`src/rtl/return_addr_stack_pkg.sv`:
```
// Shared types and configuration for the frontend return-address stack.
package return_addr_stack_pkg;

  localparam int unsigned ALEN      = 64;
  localparam int unsigned RAS_DEPTH = 8;

  typedef struct packed {
    logic            push;
    logic            pop;
    logic [ALEN-1:0] addr;
  } ras_op_t;

endpackage

```
`src/rtl/ras_stack.sv`:
```
// Circular return-address stack with saturating occupancy and an override load path.
module ras_stack
  import return_addr_stack_pkg::*;
#(
  parameter int unsigned DEPTH = 8
) (
  input  logic                               clk_i,
  input  logic                               rst_ni,
  input  ras_op_t                            op_i,
  input  logic                               load_i,
  input  logic [DEPTH-1:0][ALEN-1:0]         load_entries_i,
  input  logic [$clog2(DEPTH)-1:0]           load_tos_i,
  input  logic [$clog2(DEPTH):0]             load_cnt_i,
  output logic [ALEN-1:0]                    tos_entry_o,
  output logic [$clog2(DEPTH):0]             cnt_o,
  output logic                               full_o,
  output logic [DEPTH-1:0][ALEN-1:0]         nxt_entries_o,
  output logic [$clog2(DEPTH)-1:0]           nxt_tos_o,
  output logic [$clog2(DEPTH):0]             nxt_cnt_o
);

  localparam int unsigned PW = $clog2(DEPTH);
  localparam int unsigned CW = PW + 1;

  logic [DEPTH-1:0][ALEN-1:0] entries_q, entries_d;
  logic [PW-1:0]              tos_q, tos_d;
  logic [CW-1:0]              cnt_q, cnt_d;

  // Pop is applied before push so a simultaneous call+ret replaces the top entry.
  always_comb begin
    entries_d = entries_q;
    tos_d     = tos_q;
    cnt_d     = cnt_q;
    if (op_i.pop && (cnt_d != '0)) begin
      tos_d = tos_d - 1'b1;
      cnt_d = cnt_d - 1'b1;
    end
    if (op_i.push) begin
      tos_d            = tos_d + 1'b1;
      entries_d[tos_d] = op_i.addr;
      if (cnt_d != CW'(DEPTH)) begin
        cnt_d = cnt_d + 1'b1;
      end
    end
    if (load_i) begin
      entries_d = load_entries_i;
      tos_d     = load_tos_i;
      cnt_d     = load_cnt_i;
    end
  end

  always_ff @(posedge clk_i or negedge rst_ni) begin
    if (!rst_ni) begin
      entries_q <= '0;
      tos_q     <= '0;
      cnt_q     <= '0;
    end else begin
      entries_q <= entries_d;
      tos_q     <= tos_d;
      cnt_q     <= cnt_d;
    end
  end

  assign tos_entry_o   = (cnt_q != '0) ? entries_q[tos_q] : '0;
  assign cnt_o         = cnt_q;
  assign full_o        = (cnt_q == CW'(DEPTH));
  assign nxt_entries_o = entries_d;
  assign nxt_tos_o     = tos_d;
  assign nxt_cnt_o     = cnt_d;

endmodule

```
`src/rtl/return_addr_stack.sv`:
```
// Frontend RAS: speculative stack fed by fetch predictions, committed stack fed by BU confirms.
module return_addr_stack
  import return_addr_stack_pkg::*;
#(
  parameter int unsigned DEPTH = RAS_DEPTH
) (
  input  logic                     clk_i,
  input  logic                     rst_ni,
  input  logic                     flush_i,
  input  logic                     fetch_valid_i,
  input  logic                     fetch_call_i,
  input  logic                     fetch_ret_i,
  input  logic [ALEN-1:0]          fetch_link_addr_i,
  output logic                     pred_ret_valid_o,
  output logic [ALEN-1:0]          pred_ret_addr_o,
  input  logic                     bu_call_confirm_i,
  input  logic                     bu_ret_confirm_i,
  input  logic [ALEN-1:0]          bu_link_addr_i,
  input  logic                     bu_mispredict_i,
  output logic [$clog2(DEPTH):0]   ras_spec_cnt_o
);

  localparam int unsigned PW = $clog2(DEPTH);
  localparam int unsigned CW = PW + 1;

  ras_op_t fetch_op, bu_op;
  logic    restore;

  logic [DEPTH-1:0][ALEN-1:0] com_nxt_entries, spec_nxt_entries;
  logic [PW-1:0]              com_nxt_tos, spec_nxt_tos;
  logic [CW-1:0]              com_nxt_cnt, spec_nxt_cnt;
  logic [CW-1:0]              com_cnt, spec_cnt;
  logic [ALEN-1:0]            com_tos_entry;
  logic                       com_full, spec_full;

  assign restore = flush_i | bu_mispredict_i;

  always_comb begin
    fetch_op      = '0;
    fetch_op.push = fetch_valid_i & fetch_call_i;
    fetch_op.pop  = fetch_valid_i & fetch_ret_i;
    fetch_op.addr = fetch_link_addr_i;
    bu_op         = '0;
    bu_op.push    = bu_call_confirm_i;
    bu_op.pop     = bu_ret_confirm_i;
    bu_op.addr    = bu_link_addr_i;
  end

  ras_stack #(.DEPTH(DEPTH)) u_committed (
    .clk_i          (clk_i),
    .rst_ni         (rst_ni),
    .op_i           (bu_op),
    .load_i         (1'b0),
    .load_entries_i ('0),
    .load_tos_i     ('0),
    .load_cnt_i     ('0),
    .tos_entry_o    (com_tos_entry),
    .cnt_o          (com_cnt),
    .full_o         (com_full),
    .nxt_entries_o  (com_nxt_entries),
    .nxt_tos_o      (com_nxt_tos),
    .nxt_cnt_o      (com_nxt_cnt)
  );

  // Restore loads the committed next state, so a same-cycle confirm is included.
  ras_stack #(.DEPTH(DEPTH)) u_speculative (
    .clk_i          (clk_i),
    .rst_ni         (rst_ni),
    .op_i           (fetch_op),
    .load_i         (restore),
    .load_entries_i (com_nxt_entries),
    .load_tos_i     (com_nxt_tos),
    .load_cnt_i     (com_nxt_cnt),
    .tos_entry_o    (pred_ret_addr_o),
    .cnt_o          (spec_cnt),
    .full_o         (spec_full),
    .nxt_entries_o  (spec_nxt_entries),
    .nxt_tos_o      (spec_nxt_tos),
    .nxt_cnt_o      (spec_nxt_cnt)
  );

  assign pred_ret_valid_o = (spec_cnt != '0);
  assign ras_spec_cnt_o   = spec_cnt;

  logic unused_dbg;
  assign unused_dbg = ^{com_tos_entry, com_cnt, com_full, spec_full,
                        spec_nxt_entries, spec_nxt_tos, spec_nxt_cnt};

endmodule

```
`config.mk`:
```
export PLATFORM = sky130hd
export DESIGN_NAME = return_addr_stack
export DESIGN_NICKNAME = d
export VERILOG_FILES = /design/src/rtl/return_addr_stack_pkg.sv /design/src/rtl/ras_stack.sv /design/src/rtl/return_addr_stack.sv
export SDC_FILE = /design/constraint.sdc
export NUM_CORES = 2
export LEC_CHECK = 0
export CAP_MARGIN = 20
export CORE_ASPECT_RATIO = 1.75
export CORE_MARGIN = 3
export CORE_UTILIZATION = 59
export CTS_BUF_LIST = sky130_fd_sc_hd__clkbuf_16
export CTS_CLUSTER_DIAMETER = 100
export DETAILED_ROUTE_END_ITERATION = 6
export DONT_BUFFER_PORTS = 1
export GPL_ROUTABILITY_DRIVEN = 0
export PLACE_DENSITY = 0.75
export SLEW_MARGIN = 10
export SYNTH_ARGS = -nofsm -noshare
export SYNTH_HDL_FRONTEND = slang
export SYNTH_HIERARCHICAL = 1
export SYNTH_SLANG_ARGS = --single-unit
```
`constraint.sdc`:
```
create_clock -name clk_i -period 3.9 [get_ports clk_i]
set_input_delay 0.78 -clock clk_i [delete_from_list [all_inputs] [get_ports clk_i]]
set_output_delay 0.78 -clock clk_i [all_outputs]
set_load 0.005 [all_outputs]
```
* After elaboration in Yosys (flattened, before gate mapping)
Cells that the tools add are included.
** Storage, ports and cells
- Register bits :: 1038
- Output and inout bits :: 69
- Input port bits :: 137
- Word-level logic and storage cells :: 69
** Cells by class
- Eq/ne operators :: 2
- Muxes and demuxes :: 24
- Order comparisons :: 5
- Add/sub/neg operators :: 8
- Bitwise logic cells :: 3
- Reductions and logical operators :: 7
** Operators with widths (count)
- 512-bit two-way mux :: 3
- 512-bit bitwise mux :: 2
- 64-bit demux with 3-bit select :: 2
- 64-bit two-way mux :: 4
- 64-bit binary-select mux with 3-bit select :: 1
- 4-bit two-way mux :: 7
- 3-bit two-way mux :: 5
- 3-bit by 4-bit less-than comparator with 1-bit output (second input constant) :: 3
- 4-bit by 1-bit adder with 4-bit output (second input constant) :: 2
- 4-bit != test (second input constant) :: 2
- 4-bit nonzero test :: 2
- 4-bit by 1-bit subtractor with 4-bit output (second input constant) :: 2
- 3-bit by 1-bit adder with 3-bit output (second input constant) :: 2
- 3-bit by 1-bit >= comparator with 1-bit output (second input constant) :: 2
- 3-bit by 1-bit subtractor with 3-bit output (second input constant) :: 2
- 1-bit logical AND :: 4
- 1-bit AND :: 2
- 2-bit nonzero test :: 1
- 1-bit OR :: 1

* Depth between registers and ports, before layout
- Depth in word-level cells :: 11
- Gate-level depth with buffers :: 18
- Depth with buffers taken out :: 14

* Modules after synthesis
The synthesis kept the hierarchy.
** Modules (own cells, without submodules)
- ras_stack (u_committed) :: area an instance 29696.0 sq um, cells an instance 3037, instances 1, sequential area each 12987.5 sq um
- ras_stack (u_speculative) :: area an instance 29694.7 sq um, cells an instance 3037, instances 1, sequential area each 12987.5 sq um
- return_addr_stack :: area an instance 30.0 sq um, cells an instance 5, instances 1, sequential area each 0.0 sq um

* Worst setup path after synthesis
OpenSTA, ideal clock, no wires.
- Path type :: register to register
- Start point :: reg u_committed.cnt_q[0] (netlist: u_committed/cnt_o[0])
- End point :: reg u_speculative/entries_q[320] (netlist bit)
- Clock period less this slack :: 3.753 ns
- Arrival time :: 3.688 ns
- Slack :: 0.147 ns
- Cell stages (with the launch flop) :: 18
- Buffers on the path :: 3
- Setup time :: 0.065 ns
- Required time :: 3.835 ns
- Path through :: dfrtp_1 > inv_1 > ha_1 > or3b_1 > buf_2 > a211oi_1 > inv_1 > ha_1 > xnor2_1 > nor3b_1 > clkbuf_1 > clkbuf_1 > nor3_1 > o21ai_0 > o221a_2 > nand2_1 > o21ai_0 > o221a_2
** RTL lines
- from (decl) :: RTL line ras_stack.sv:27 : logic [CW-1:0] cnt_q, cnt_d;
- from (signal assigned) :: RTL line ras_stack.sv:60 : cnt_q <= cnt_d;
- to (signal assigned) :: RTL line ras_stack.sv:58 : entries_q <= entries_d;
- to (decl) :: RTL line ras_stack.sv:25 : logic [DEPTH-1:0][ALEN-1:0] entries_q, entries_d;

* Worst setup path after layout
- Start point :: reg u_speculative.tos_q[1]
- End point :: out pred_ret_addr_o[34]
** On the way
- Word-level cells in the longest chain between the ends :: 3
** Ends and longest elaborated chain
- from (decl) :: RTL line ras_stack.sv:26 : logic [PW-1:0] tos_q, tos_d;
- from (signal assigned) :: RTL line ras_stack.sv:59 : tos_q <= tos_d;
- 64-bit binary-select mux with 3-bit select :: RTL line ras_stack.sv:64 : assign tos_entry_o = (cnt_q != '0) ? entries_q[tos_q] : '0;
- 64-bit two-way mux (implied by the code) :: RTL line ras_stack.sv:64
- 64-bit two-way mux :: RTL line ras_stack.sv:64
- to (decl) :: RTL line return_addr_stack.sv:15 : output logic [ALEN-1:0] pred_ret_addr_o,
No other way between the ends. The select of a mux whose other input is x is not followed.

==> run metrics <==
outcome completed; Port Buffers 0; Max Slew Vio Count 0; largest net degree at the start of global routing 1108; nets 6229; CTS H-tree depth 3; Worst-Margin Slew 1360 ps; Overflow after GRT 0; critical path peak fanout 129; RR Startpoint u_committed/cnt_o[0]; core box area 0.0931 sq mm; Max transition margin under 10%; clock tree from TritonCTS built; # DRC 0; vias 49400; DR pass1 iterations 6; Die Width 238 um; Area Overhead vs Synth 14.5%; maximum vdd drop between 0.6 and 0.7 mV; DIE HEIGHT 412 um; Startpoint Class register; number of global-route vias before repair 48600; Final Hold Fails 0; Worst setup EP type primary output; critical path data arrival time 3100 ps; post-route antenna net violation count 0; # rows ~150; WL/cell 26.3 um; PD cells 576 mW/mm^2; critical path class reg2out; clock-pin slew on the worst setup and hold paths 70 ps; Via density 6.72; Worst Clk Skew 23.8 ps; LEAKAGE between 20 and 30 nW; Ys Warns 6; Max Cap Viol 0; hold crit path type in2async; crit path time final 3880 ps; post-DP HPWL 107 mm; synthesized area 0.0555 sq mm; DRT Wirelength 193 mm; Internal 0.0230 W; Worst R2R Path Depth 16; Post-Synthesis Cells 5781; gr usage total about two fifths; Max Clk Rate 0.257 GHz; switching share of total power 37.1%; Final Setup Violations 0; clock latency on the worst-skew pair just over 700 ps; global-route wire length before repair 289 mm; Iteration-0 DRC Markers 6140; ANT cells 0; Worst R2R Setup Slack 70 ps; layout cells sized above 1 11.3%; I/O Pins 206; P_sw 0.0136 W; Root Buffer clkbuf_16; Starting Density around 60%; Avg Inst Size Synth 9.60 sq um; CTS buffer count 96; clock group share of total power 25.5%; crit share post-route 99.6%; clk sinks 1038; CP Data Required Time 3120 ps; clk buf depth 3; Power Total 0.0366 W; die area 0.0979 sq mm; Final Util 68.2%; Worst R2R End u_speculative/entries_q[358]; final setup TNS 0 ps; Gate power share between 30% and 40%; antenna violations before repair 0; sequential power share 39.0%
-- timing repair --
action	4_1_cts	5_1_grt
endpoints found under the setup margin	324	464
setup buffers	0	8
hold endpoints to repair	1038	87
resized for setup	7	124
cloned	0	4
pin swaps	0	3
-- power groups by stage --
stage / registers, W / clock network [W] / logic (W)
finish: 0.0143 / 0.00932 / 0.0130
global route: 0.0144 / 0.00977 / 0.0138
CTS: 0.0142 / 0.00936 / 0.0120
detailed placement: 0.0144 / 0 / 0.0119
global placement: 0.0143 / 0 / 0.0116
floorplan: 0.0140 / 0 / 0.00812
-- final cells by class --
class	count	area (sq um)
multi-input cells	4652	29800
fillers	7167	29600
flip-flops and latches	1038	26000
repair buffers	276	3220
clock buffers	99	2480
well taps	1200	1500
clock inverters	73	483
inverters	18	67.6
-- stage by stage --
| step | cells | hold slack (ps) | area [sq um] | setup slack [ps] |
|---|---|---|---|---|
| after floorplan | 6300 | 484 | 57400 | 147 |
| after global placement | 7165 | 502 | 59500 | 19.5 |
| after detailed placement | 7165 | 509 | 59500 | -128 |
| after CTS | 7337 | -211 | 62500 | 7.89 |
| after global routing | 7356 | 134 | 63600 | -109 |
| final | 7356 | 65.0 | 63600 | 15.9 |
-- per-layer routing --
layer / GRT usage, % / up-vias / part of all wire [%]
met4: 24.1 / 0 / 7.4
met5: 0 / - / 0
li1: - / 21200 / -
met2: 63.0 / 3013 / 47
met1: 46.6 / 24400 / 35
met3: 7.10 / 837 / 9.9
-- state kept, by name (all words and copies together), names as in the netlist --
signal and cells:
u_speculative/tos_q 3, u_committed/cnt_o 4, u_committed/tos_q 3, u_speculative/entries_q 512, u_committed/entries_q 512, u_speculative/cnt_o 4
-- placed cells by master (no fill, tap or decap), types with 8 or more instances in the layout --
master / n
a211oi_1: 12
a21oi_1: 384
a221oi_1: 430
a221oi_2: 82
a31oi_1: 130
buf_12: 69
buf_16: 9
buf_4: 184
buf_6: 8
clkbuf_16: 103
clkinv_1: 24
clkinv_2: 15
conb_1: 520
dfrtp_1: 1035
ha_1: 9
inv_1: 39
mux2i_1: 67
mux4_2: 128
nand2_1: 530
nand2_4: 8
nor2_1: 588
nor2b_1: 784
nor3_1: 357
nor3_2: 25
o21ai_0: 262
o221a_1: 240
o221a_2: 12
xnor2_1: 13
-- worst max-delay path by stage --
stage	cells after the start	to	startpoint	slack [ps]
6_report	4	pred_ret_addr_o[34]	u_speculative/tos_q[1]	20
5_1_grt	16	u_speculative/entries_q[358]	u_committed/cnt_o[0]	-110
3_3_place_gp	14	u_speculative/entries_q[157]	u_committed/cnt_o[0]	20
3_5_place_dp	14	u_speculative/entries_q[161]	u_committed/cnt_o[0]	-130
2_1_floorplan	17	u_speculative/entries_q[320]	u_committed/cnt_o[0]	150
4_1_cts	4	pred_ret_addr_o[15]	u_speculative/tos_q[0]	8
-- critical path, stage by stage, from the launching register on --
cell and delay [ps]:
dfrtp_4 430, buf_12 690, mux4_2 420, mux2i_1 490
nor2_1 120
(Power assumes the default switching activity.)
